$ cat src/rtl/path_delay_test_ctrl.sv
// Path-delay screening sequencer: launches alternating edges down each selected
// inverter chain, samples the chain after a fixed settle window and tallies bad captures.
module path_delay_test_ctrl #(
   parameter int unsigned NUM_PATHS     = 8,
   parameter int unsigned SEL_W         = 3,
   parameter int unsigned SETTLE_CYCLES = 4,
   parameter int unsigned TRIALS        = 16,
   parameter int unsigned CNT_W         = 8,
   parameter int unsigned EXPECT_INV    = 0
) (
   input  logic                 clk,
   input  logic                 rst,
   input  logic                 start,
   input  logic [CNT_W-1:0]     threshold,
   output logic [NUM_PATHS-1:0] pathInput,
   input  logic [NUM_PATHS-1:0] pathResult,
   output logic                 busy,
   output logic                 res_valid,
   output logic [SEL_W-1:0]     res_path,
   output logic [CNT_W-1:0]     res_errors,
   output logic                 res_flag,
   output logic [NUM_PATHS-1:0] trojan_mask,
   output logic                 done
);

   localparam int unsigned TRIAL_W = (TRIALS > 1) ? $clog2(TRIALS) : 1;
   localparam int unsigned TMR_W   = (SETTLE_CYCLES > 1) ? $clog2(SETTLE_CYCLES) : 1;
   localparam logic [TRIAL_W-1:0] TRIAL_LAST = TRIAL_W'(TRIALS - 1);
   localparam logic [TMR_W-1:0]   TMR_LAST   = TMR_W'(SETTLE_CYCLES - 1);
   localparam logic [SEL_W-1:0]   SEL_LAST   = SEL_W'(NUM_PATHS - 1);
   localparam logic               INV        = (EXPECT_INV != 0);

   typedef enum logic [2:0] {
      IDLE, PRECHG, LAUNCH, SETTLE, CAPTURE, CHECK, REPORT, NEXT
   } state_e;

   state_e               state_q, state_d;
   logic [SEL_W-1:0]     sel_q, sel_d;
   logic [TMR_W-1:0]     tmr_q, tmr_d;
   logic [TRIAL_W-1:0]   trial_q, trial_d;
   logic [CNT_W-1:0]     err_q, err_d;
   logic                 lv_q, lv_d;
   logic                 cap_q, cap_d;
   logic [CNT_W-1:0]     thr_q, thr_d;
   logic [NUM_PATHS-1:0] pin_q, pin_d;
   logic                 res_valid_q, res_valid_d;
   logic [SEL_W-1:0]     res_path_q, res_path_d;
   logic [CNT_W-1:0]     res_errors_q, res_errors_d;
   logic                 res_flag_q, res_flag_d;
   logic [NUM_PATHS-1:0] mask_q, mask_d;
   logic                 done_q, done_d;
   logic                 flag_now;

   always_ff @(posedge clk) begin
      if (rst) begin
         state_q      <= IDLE;
         sel_q        <= '0;
         tmr_q        <= '0;
         trial_q      <= '0;
         err_q        <= '0;
         lv_q         <= 1'b0;
         cap_q        <= 1'b0;
         thr_q        <= '0;
         pin_q        <= '0;
         res_valid_q  <= 1'b0;
         res_path_q   <= '0;
         res_errors_q <= '0;
         res_flag_q   <= 1'b0;
         mask_q       <= '0;
         done_q       <= 1'b0;
      end else begin
         state_q      <= state_d;
         sel_q        <= sel_d;
         tmr_q        <= tmr_d;
         trial_q      <= trial_d;
         err_q        <= err_d;
         lv_q         <= lv_d;
         cap_q        <= cap_d;
         thr_q        <= thr_d;
         pin_q        <= pin_d;
         res_valid_q  <= res_valid_d;
         res_path_q   <= res_path_d;
         res_errors_q <= res_errors_d;
         res_flag_q   <= res_flag_d;
         mask_q       <= mask_d;
         done_q       <= done_d;
      end
   end

   assign flag_now = (err_q > thr_q);

   always_comb begin
      state_d      = state_q;
      sel_d        = sel_q;
      tmr_d        = tmr_q;
      trial_d      = trial_q;
      err_d        = err_q;
      lv_d         = lv_q;
      cap_d        = cap_q;
      thr_d        = thr_q;
      pin_d        = pin_q;
      res_valid_d  = 1'b0;
      res_path_d   = res_path_q;
      res_errors_d = res_errors_q;
      res_flag_d   = res_flag_q;
      mask_d       = mask_q;
      done_d       = 1'b0;
      case (state_q)
         IDLE: begin
            if (start) begin
               thr_d   = threshold;
               mask_d  = '0;
               sel_d   = '0;
               tmr_d   = '0;
               state_d = PRECHG;
            end
         end
         PRECHG: begin
            pin_d   = '0;
            err_d   = '0;
            trial_d = '0;
            lv_d    = 1'b0;
            if (tmr_q == TMR_LAST) state_d = LAUNCH;
            else                   tmr_d   = tmr_q + TMR_W'(1);
         end
         LAUNCH: begin
            lv_d         = ~lv_q;
            pin_d        = '0;
            pin_d[sel_q] = ~lv_q;
            tmr_d        = '0;
            state_d      = SETTLE;
         end
         // Dwell SETTLE_CYCLES here so the capture edge lands SETTLE_CYCLES+1 edges after launch.
         SETTLE: begin
            if (tmr_q == TMR_LAST) state_d = CAPTURE;
            else                   tmr_d   = tmr_q + TMR_W'(1);
         end
         CAPTURE: begin
            cap_d   = pathResult[sel_q];
            state_d = CHECK;
         end
         CHECK: begin
            if ((cap_q != (lv_q ^ INV)) && (err_q != '1)) err_d = err_q + CNT_W'(1);
            if (trial_q == TRIAL_LAST) begin
               state_d = REPORT;
            end else begin
               trial_d = trial_q + TRIAL_W'(1);
               state_d = LAUNCH;
            end
         end
         REPORT: begin
            res_valid_d   = 1'b1;
            res_path_d    = sel_q;
            res_errors_d  = err_q;
            res_flag_d    = flag_now;
            mask_d[sel_q] = mask_q[sel_q] | flag_now;
            state_d       = NEXT;
         end
         NEXT: begin
            pin_d = '0;
            if (sel_q == SEL_LAST) begin
               done_d  = 1'b1;
               state_d = IDLE;
            end else begin
               sel_d   = sel_q + SEL_W'(1);
               tmr_d   = '0;
               state_d = PRECHG;
            end
         end
         default: state_d = IDLE;
      endcase
   end

   assign pathInput   = pin_q;
   assign busy        = (state_q != IDLE);
   assign res_valid   = res_valid_q;
   assign res_path    = res_path_q;
   assign res_errors  = res_errors_q;
   assign res_flag    = res_flag_q;
   assign trojan_mask = mask_q;
   assign done        = done_q;

endmodule

$ cat config.mk
export PLATFORM = sky130hd
export DESIGN_NAME = path_delay_test_ctrl
export DESIGN_NICKNAME = d
export VERILOG_FILES = /design/src/rtl/path_delay_test_ctrl.sv
export SDC_FILE = /design/constraint.sdc
export NUM_CORES = 1
export LEC_CHECK = 0
export ABC_AREA = 1
export CAP_MARGIN = 20
export CORE_MARGIN = 1.5
export CORE_UTILIZATION = 57
export DETAILED_ROUTE_END_ITERATION = 8
export PLACE_DENSITY = 0.85
export SYNTH_ARGS = -nofsm -noshare
export SYNTH_HDL_FRONTEND = slang
export SYNTH_SLANG_ARGS = --single-unit
$ cat constraint.sdc
create_clock -name clk -period 4.2 [get_ports clk]
set_input_delay 0.63 -clock clk [delete_from_list [all_inputs] [get_ports clk]]
set_output_delay 0.63 -clock clk [all_outputs]
set_load 0.02 [all_outputs]
==> results.py, run 1 <==
metrics = {
    "outcome": {
        "outcome": "finished clean",
    },
    "critical_path": {
        "cpLargestDelayFamily": "buffers and inverters",
        "max_stage_delay_ps": 600,
        "worstPathCellList": "inv_1, ha_1, nand2_1, clkdlybuf4s50_1",
        "worstSetupEndpointType": "output port",
        "cp_num_buf_inv": 2,
        "setup.worst_path.class": "reg -> out",
        "cp_slowest_cell": "clkdlybuf4s50_1",
        "start_kind": "flip-flop",
        "critPathMaxFanout": 4,
        "worstPathRequired_ps": 3570,
        "cp_data_arrival_time_ps": 1770,
    },
    "synthesis": {
        "yosysTopAreaCell": "dfxtp_1",
        "ys_seq_elements": 60,
        "synthesis.nets": 487,
        "avgSynthCellArea_sq_um": 6.76,
        "syn_area_sq_mm": 0.00305,
        "yosys.area_share.simple": 0.271,
        "synth-warning-count": 0,
        "synth_cells": 451,
        "yosys-top-cells-area": "dfxtp_1, nand2_1, a21oi_1",
        "synthMuxAreaShare": 0,
        "synth_fa_ha_area_frac": 0.0698,
        "synth_top_cell_area_share": 0.394,
        "synth-compound-area-share": 0.155,
        "yosysSeqAreaShare": 0.394,
        "synth_top_family_by_area": "simple AND/OR/NAND/NOR gates",
        "synthXorXnorAreaFrac": 0.00287,
        "yosysUniqueCellTypes": 26,
    },
    "die": {
        "row_count": 26,
        "fp.dieH_microns": 76.1,
        "coreArea_sq_mm": 0.00514,
        "dieArea_sq_mm": 0.00579,
        "die_w_microns": 76.1,
        "start_util": 0.593,
        "pin_count": 50,
    },
    "detailed_routing": {
        "post_drt_wl_per_cell_microns": 12.4,
        "viasPerCell": 5.25,
        "drcViolationCount": 0,
        "vias": 2997,
        "drt-initial-drc-count": 220,
        "ant_nets": 0,
        "wirelength_microns": 7090,
        "firstDrtPassIters": 5,
    },
    "sta": {
        "rsz0062_at_grt": "false",
        "fin_crit_ps": 2400,
        "final_hold_viol_count": 0,
        "tightest_slew_ps": 819,
        "max_freq_mhz": 417,
        "finalCritPeriodShare": 0.571,
        "relSlewSlack": 0.452,
        "drv_slew": 0,
        "setup_violations": 0,
        "skew_ps": 7.03,
        "worst_hold_slack_ps": 462,
        "setup_tns_ps": 0,
    },
    "grt": {
        "grt_pass1_vias": 2702,
        "grt_max_degree": 34,
        "grtUsageTotal": 0.259,
        "grt_antenna_before_repair": 0,
        "overflow": 0,
        "grt_pass1_wl_microns": 12100,
    },
    "clock_tree": {
        "cts_tree": "built",
        "cts.repair.resized": 0,
        "cts_buffer_depth": 2,
        "cts-root-buf": "clkbuf_8",
        "cts_hold_buffers": 0,
        "postCtsSetupBuffers": 0,
        "cts_max_level": 3,
        "clk_latency_ps": 340,
        "numCtsBuffers": 9,
        "cts_sinks": 60,
        "path_clk_slew_ps": 60,
    },
    "flow_run": {
        "drv_cap": 0,
    },
    "pwr": {
        "cellPowerDensity_mw_per_mm2": 416,
        "power.leakage_nw": 1.64,
        "peakVddDrop_mv": 0.276,
    },
    "final_layout": {
        "utilization": 0.725,
        "drive_above_1_share": 0.0519,
        "fin_area_sq_mm": 0.00373,
        "fin_nets": 534,
        "num-fill-cells": 444,
        "syn2layout_area_growth_pct": 22.3,
        "antennaDiodeCount": 0,
    },
    "placement": {
        "hpwlAfterDp_microns": 5000,
        "placed_area_sq_mm": 0.00357,
        "gp_congestion": 0.864,
        "io_buffers": 49,
    },
    "worst_hold_path": {
        "hp-class": "reg -> reg",
    },
}
final cells by class:
class                           instances  area [sq um]  share of cell area
Inverter                               70           263              0.0705
Timing Repair Buffer                   50           498               0.134
Clock buffer                           12           145              0.0390
Multi-Input combinational cell        307          1520               0.408
Clock inverter                          2          12.5             0.00336
Tap cell                               70          87.6              0.0235
Sequential cell                        60          1200               0.322
path summary, 6_finish.rpt:
kind / slack [ps] / cells after the start / from / end
worst min register to register: 460 / 2 / thr_q[2]$_SDFFE_PP0P_ / thr_q[2]$_SDFFE_PP0P_
worst min-delay path: 460 / 2 / thr_q[2]$_SDFFE_PP0P_ / thr_q[2]$_SDFFE_PP0P_
worst max register to register: 2280 / 9 / state_q[0]$_SDFFE_PP0P_ / trojan_mask[2]$_SDFFE_PP0P_
worst max-delay path: 1800 / 4 / state_q[0]$_SDFFE_PP0P_ / busy
worst min-delay path, stage by stage (launching register included):
cell and delay [ps]:
dfxtp_1 300, inv_1 60, a21oi_1 60
Yosys cell counts, drive strengths merged:
library cell / count
nand2: 115
inv: 70
dfxtp: 60
a21oi: 55
nor2: 42
o21ai: 34
nand3: 30
ha: 17
buf: 8
clkbuf: 6
nand4: 4
a31oi: 2
nor3: 2
a21o: 1
a22oi: 1
and3: 1
nand3b: 1
or2: 1
xnor2: 1
routing by layer:
metal | vias to the layer above | part of all wire | track usage
met5 | - | 0 | 0
met4 | 0 | 0.012 | 0.0704
met3 | 12 | 0.064 | 0.0874
met2 | 111 | 0.49 | 0.450
met1 | 1341 | 0.43 | 0.305
li1 | 1533 | - | -
per-stage QoR:
step	setup WS, ps	cells	total power, mW
after floorplan	2750	451	1.01
after CTS	1780	571	1.55
after global routing	1690	571	1.66
final	1800	571	1.55
after global placement	1950	557	1.11
after detailed placement	1910	557	1.12
report_power, final:
part           internal, mW  switching [mW]  total (mW)
logic                 0.158           0.317       0.475
registers             0.616          0.0283       0.644
clock network         0.223           0.208       0.431
total                 0.996           0.554        1.55
logic make-up after synthesis:
logic type                 after synthesis
DFF                                     60
adders and majority gates               17
buffers and inverters                   84
and+or+nand+nor                        196
AOI/OAI and AO/OA                       93
xor gates and xnor gates                 1
flip-flops by register name (all words and copies together), names as in the netlist:
signal / cells
done: 1
tmr_q: 2
trojan_mask: 8
err_q: 8
pathInput: 8
res_flag: 1
res_path: 3
res_valid: 1
state_q: 3
sel_q: 3
trial_q: 4
lv_q: 1
thr_q: 8
res_errors: 8
cap_q: 1
cells in the final DEF, fill, tap and decap left out, drive strengths merged, types with 2 or more instances in the layout:
cell,instances
nand2,115
inv,70
dfxtp,60
a21oi,55
clkdlybuf4s50,49
nor2,42
o21ai,34
nand3,30
ha,17
clkbuf,12
nand4,4
nor3,2
a31oi,2
Note: power is estimated with default switching activity, not from simulation.
==> run 2, diff against run 1 <==
CORE_UTILIZATION = 53   (was 57)
PLACE_DENSITY = 0.79   (was 0.85)
clock period = 2.4 ns   (was 4.2 ns; I/O delays follow)
==> run 2 against run 1 <==
Against the previous run:
- flip-flop and latch count did not move
- sequential share of layout area down 0.37 points
- non-clock buffer count is 2 higher
- critical path depth unchanged
- largest power group unchanged
- register-to-register slack got worse by 1700 ps
- clock power is 100% higher
- sequential power up 75%
- core utilization shrank 4.4 points
- critical endpoint unchanged
- clock-buffer cell count decreased by 1
- clock skew up 2.4 ps
- highest routed layer unchanged
==> results.py, run 2 (synthesis gave the netlist of run 1 again) <==
metrics = {
    "pwr": {
        "p_total_mw": 2.85,
        "seqPwrFrac": 0.394,
        "p_clk_frac": 0.309,
        "power.leakage_nw": 1.67,
        "p_sw_frac": 0.357,
        "peakVddDrop_mv": 0.573,
        "cellPowerDensity_mw_per_mm2": 757,
        "p_sw_mw": 1.02,
        "combPwrFrac": 0.296,
        "p_int_mw": 1.84,
    },
    "placement": {
        "hpwlAfterDp_microns": 5250,
        "io_buffers": 49,
        "gp_congestion": 0.918,
        "placed_area_sq_mm": 0.00359,
    },
    "clock_tree": {
        "cts_tree": "built",
        "numCtsBuffers": 9,
        "cts.repair.resized": 0,
        "cts_hold_buffers": 0,
        "path_clk_slew_ps": 70,
        "cts_max_level": 3,
        "cts_sinks": 60,
        "cts_buffer_depth": 2,
        "cts-root-buf": "clkbuf_8",
        "postCtsSetupBuffers": 0,
        "clk_latency_ps": 340,
    },
    "final_layout": {
        "layout_commonest_cell": "nand2_1",
        "final_cell_mix": "nand2_1, inv_1, dfxtp_1",
        "utilization": 0.680,
        "syn2layout_area_growth_pct": 23.7,
        "fin_nets": 536,
        "drive_above_1_share": 0.0594,
        "antennaDiodeCount": 0,
        "fin_area_sq_mm": 0.00377,
    },
    "critical_path": {
        "critPathMaxFanout": 4,
        "worstPathRequired_ps": 2040,
        "start_kind": "flip-flop",
        "max_stage_delay_ps": 600,
        "setup.worst_path.class": "reg -> out",
        "cp_data_arrival_time_ps": 1730,
        "worstPathCellList": "inv_1, ha_1, nand2_1, clkdlybuf4s50_1",
        "worstSetupStartpoint": "state_q[0]$_SDFFE_PP0P_",
        "cp_slowest_cell": "clkdlybuf4s50_1",
        "worstSetupEndpointType": "output port",
        "timing.rr.start": "state_q[1]$_SDFFE_PP0P_",
    },
    "die": {
        "dieArea_sq_mm": 0.00621,
        "fp.dieH_microns": 78.8,
        "row_count": 27,
        "die_w_microns": 78.8,
        "start_util": 0.550,
        "coreArea_sq_mm": 0.00554,
        "pin_count": 50,
    },
    "worst_hold_path": {
        "hp-class": "reg -> reg",
        "min_from": "thr_q[4]$_SDFFE_PP0P_",
    },
    "outcome": {
        "outcome": "finished clean",
    },
    "detailed_routing": {
        "drt-initial-drc-count": 174,
        "wirelength_microns": 7400,
        "viasPerCell": 5.23,
        "post_drt_wl_per_cell_microns": 12.8,
        "vias": 3018,
        "firstDrtPassIters": 5,
        "ant_nets": 0,
        "drcViolationCount": 0,
    },
    "grt": {
        "grt_pass1_wl_microns": 12400,
        "grt_pass1_vias": 2827,
        "grt_antenna_before_repair": 0,
        "overflow": 0,
        "grtUsageTotal": 0.255,
        "grt_max_degree": 33,
    },
    "sta": {
        "setup_tns_ps": 0,
        "fin_crit_ps": 2090,
        "tightest_slew_ps": 710,
        "final_hold_viol_count": 0,
        "max_freq_mhz": 479,
        "rsz0062_at_grt": "false",
        "drv_slew": 0,
        "skew_ps": 9.48,
        "finalCritPeriodShare": 0.870,
        "relSlewSlack": 0.526,
        "setup_violations": 0,
    },
    "flow_run": {
        "drv_cap": 0,
    },
}
## run 2: cell count changes in the layout (fill, tap and decap cells not counted)
cell | before | now
buf_4 | 1 | 3
bufinv_16 | 0 | 1
clkbuf_8 | 10 | 9
clkinv_2 | 1 | 3
## run 2: final cells by class
cell class	instances	area, sq um
Inverter	70	263
Sequential cell	60	1200
Fill cell	493	1770
Clock inverter	5	52.6
Clock buffer	11	131
Tap cell	72	90.1
Timing Repair Buffer	52	513
Multi-Input combinational cell	307	1520
## run 2: power by group through the flow
stage          clock network [mW]  registers [mW]  logic, mW
5_1_grt                     0.948            1.13      0.960
2_1_floorplan                   0            1.15      0.612
3_5_place_dp                    0            1.15      0.836
3_3_place_gp                    0            1.14      0.809
6_report                    0.883            1.13      0.846
4_1_cts                     0.890            1.13      0.840
## run 2: worst max-delay path, delay by kind of cell (launching register included)
kind | cells | cell delay (ps)
AND/OR/NAND/NOR | 1 | 100
buffers and inverters | 2 | 680
adder cells (fa/ha/maj) | 1 | 240
flip-flops | 1 | 380
## run 2: worst paths after layout
kind	cells after the start	endpoint	slack [ps]
max	4	busy	310
min	2	thr_q[4]$_SDFFE_PP0P_	470
max reg2reg	7	pathInput[1]$_SDFFE_PP0P_	610
min reg2reg	2	thr_q[4]$_SDFFE_PP0P_	470
## run 2: through the flow
step                      hold WS [ps]  setup slack [ps]  cells
after floorplan                    427               992    451
after CTS                          470               299    577
after global placement             443               677    561
after global routing               485               216    577
final                              467               313    577
after detailed placement           460               618    561
## run 2: routing by layer
| metal | vias up | GRT usage | routed length [microns] |
|---|---|---|---|
| li1 | 1536 | - | - |
| met1 | 1363 | 0.304 | 3320 |
| met2 | 102 | 0.428 | 3530 |
| met3 | 17 | 0.0839 | 422 |
| met4 | 0 | 0.0912 | 126 |
| met5 | - | 0 | 0 |
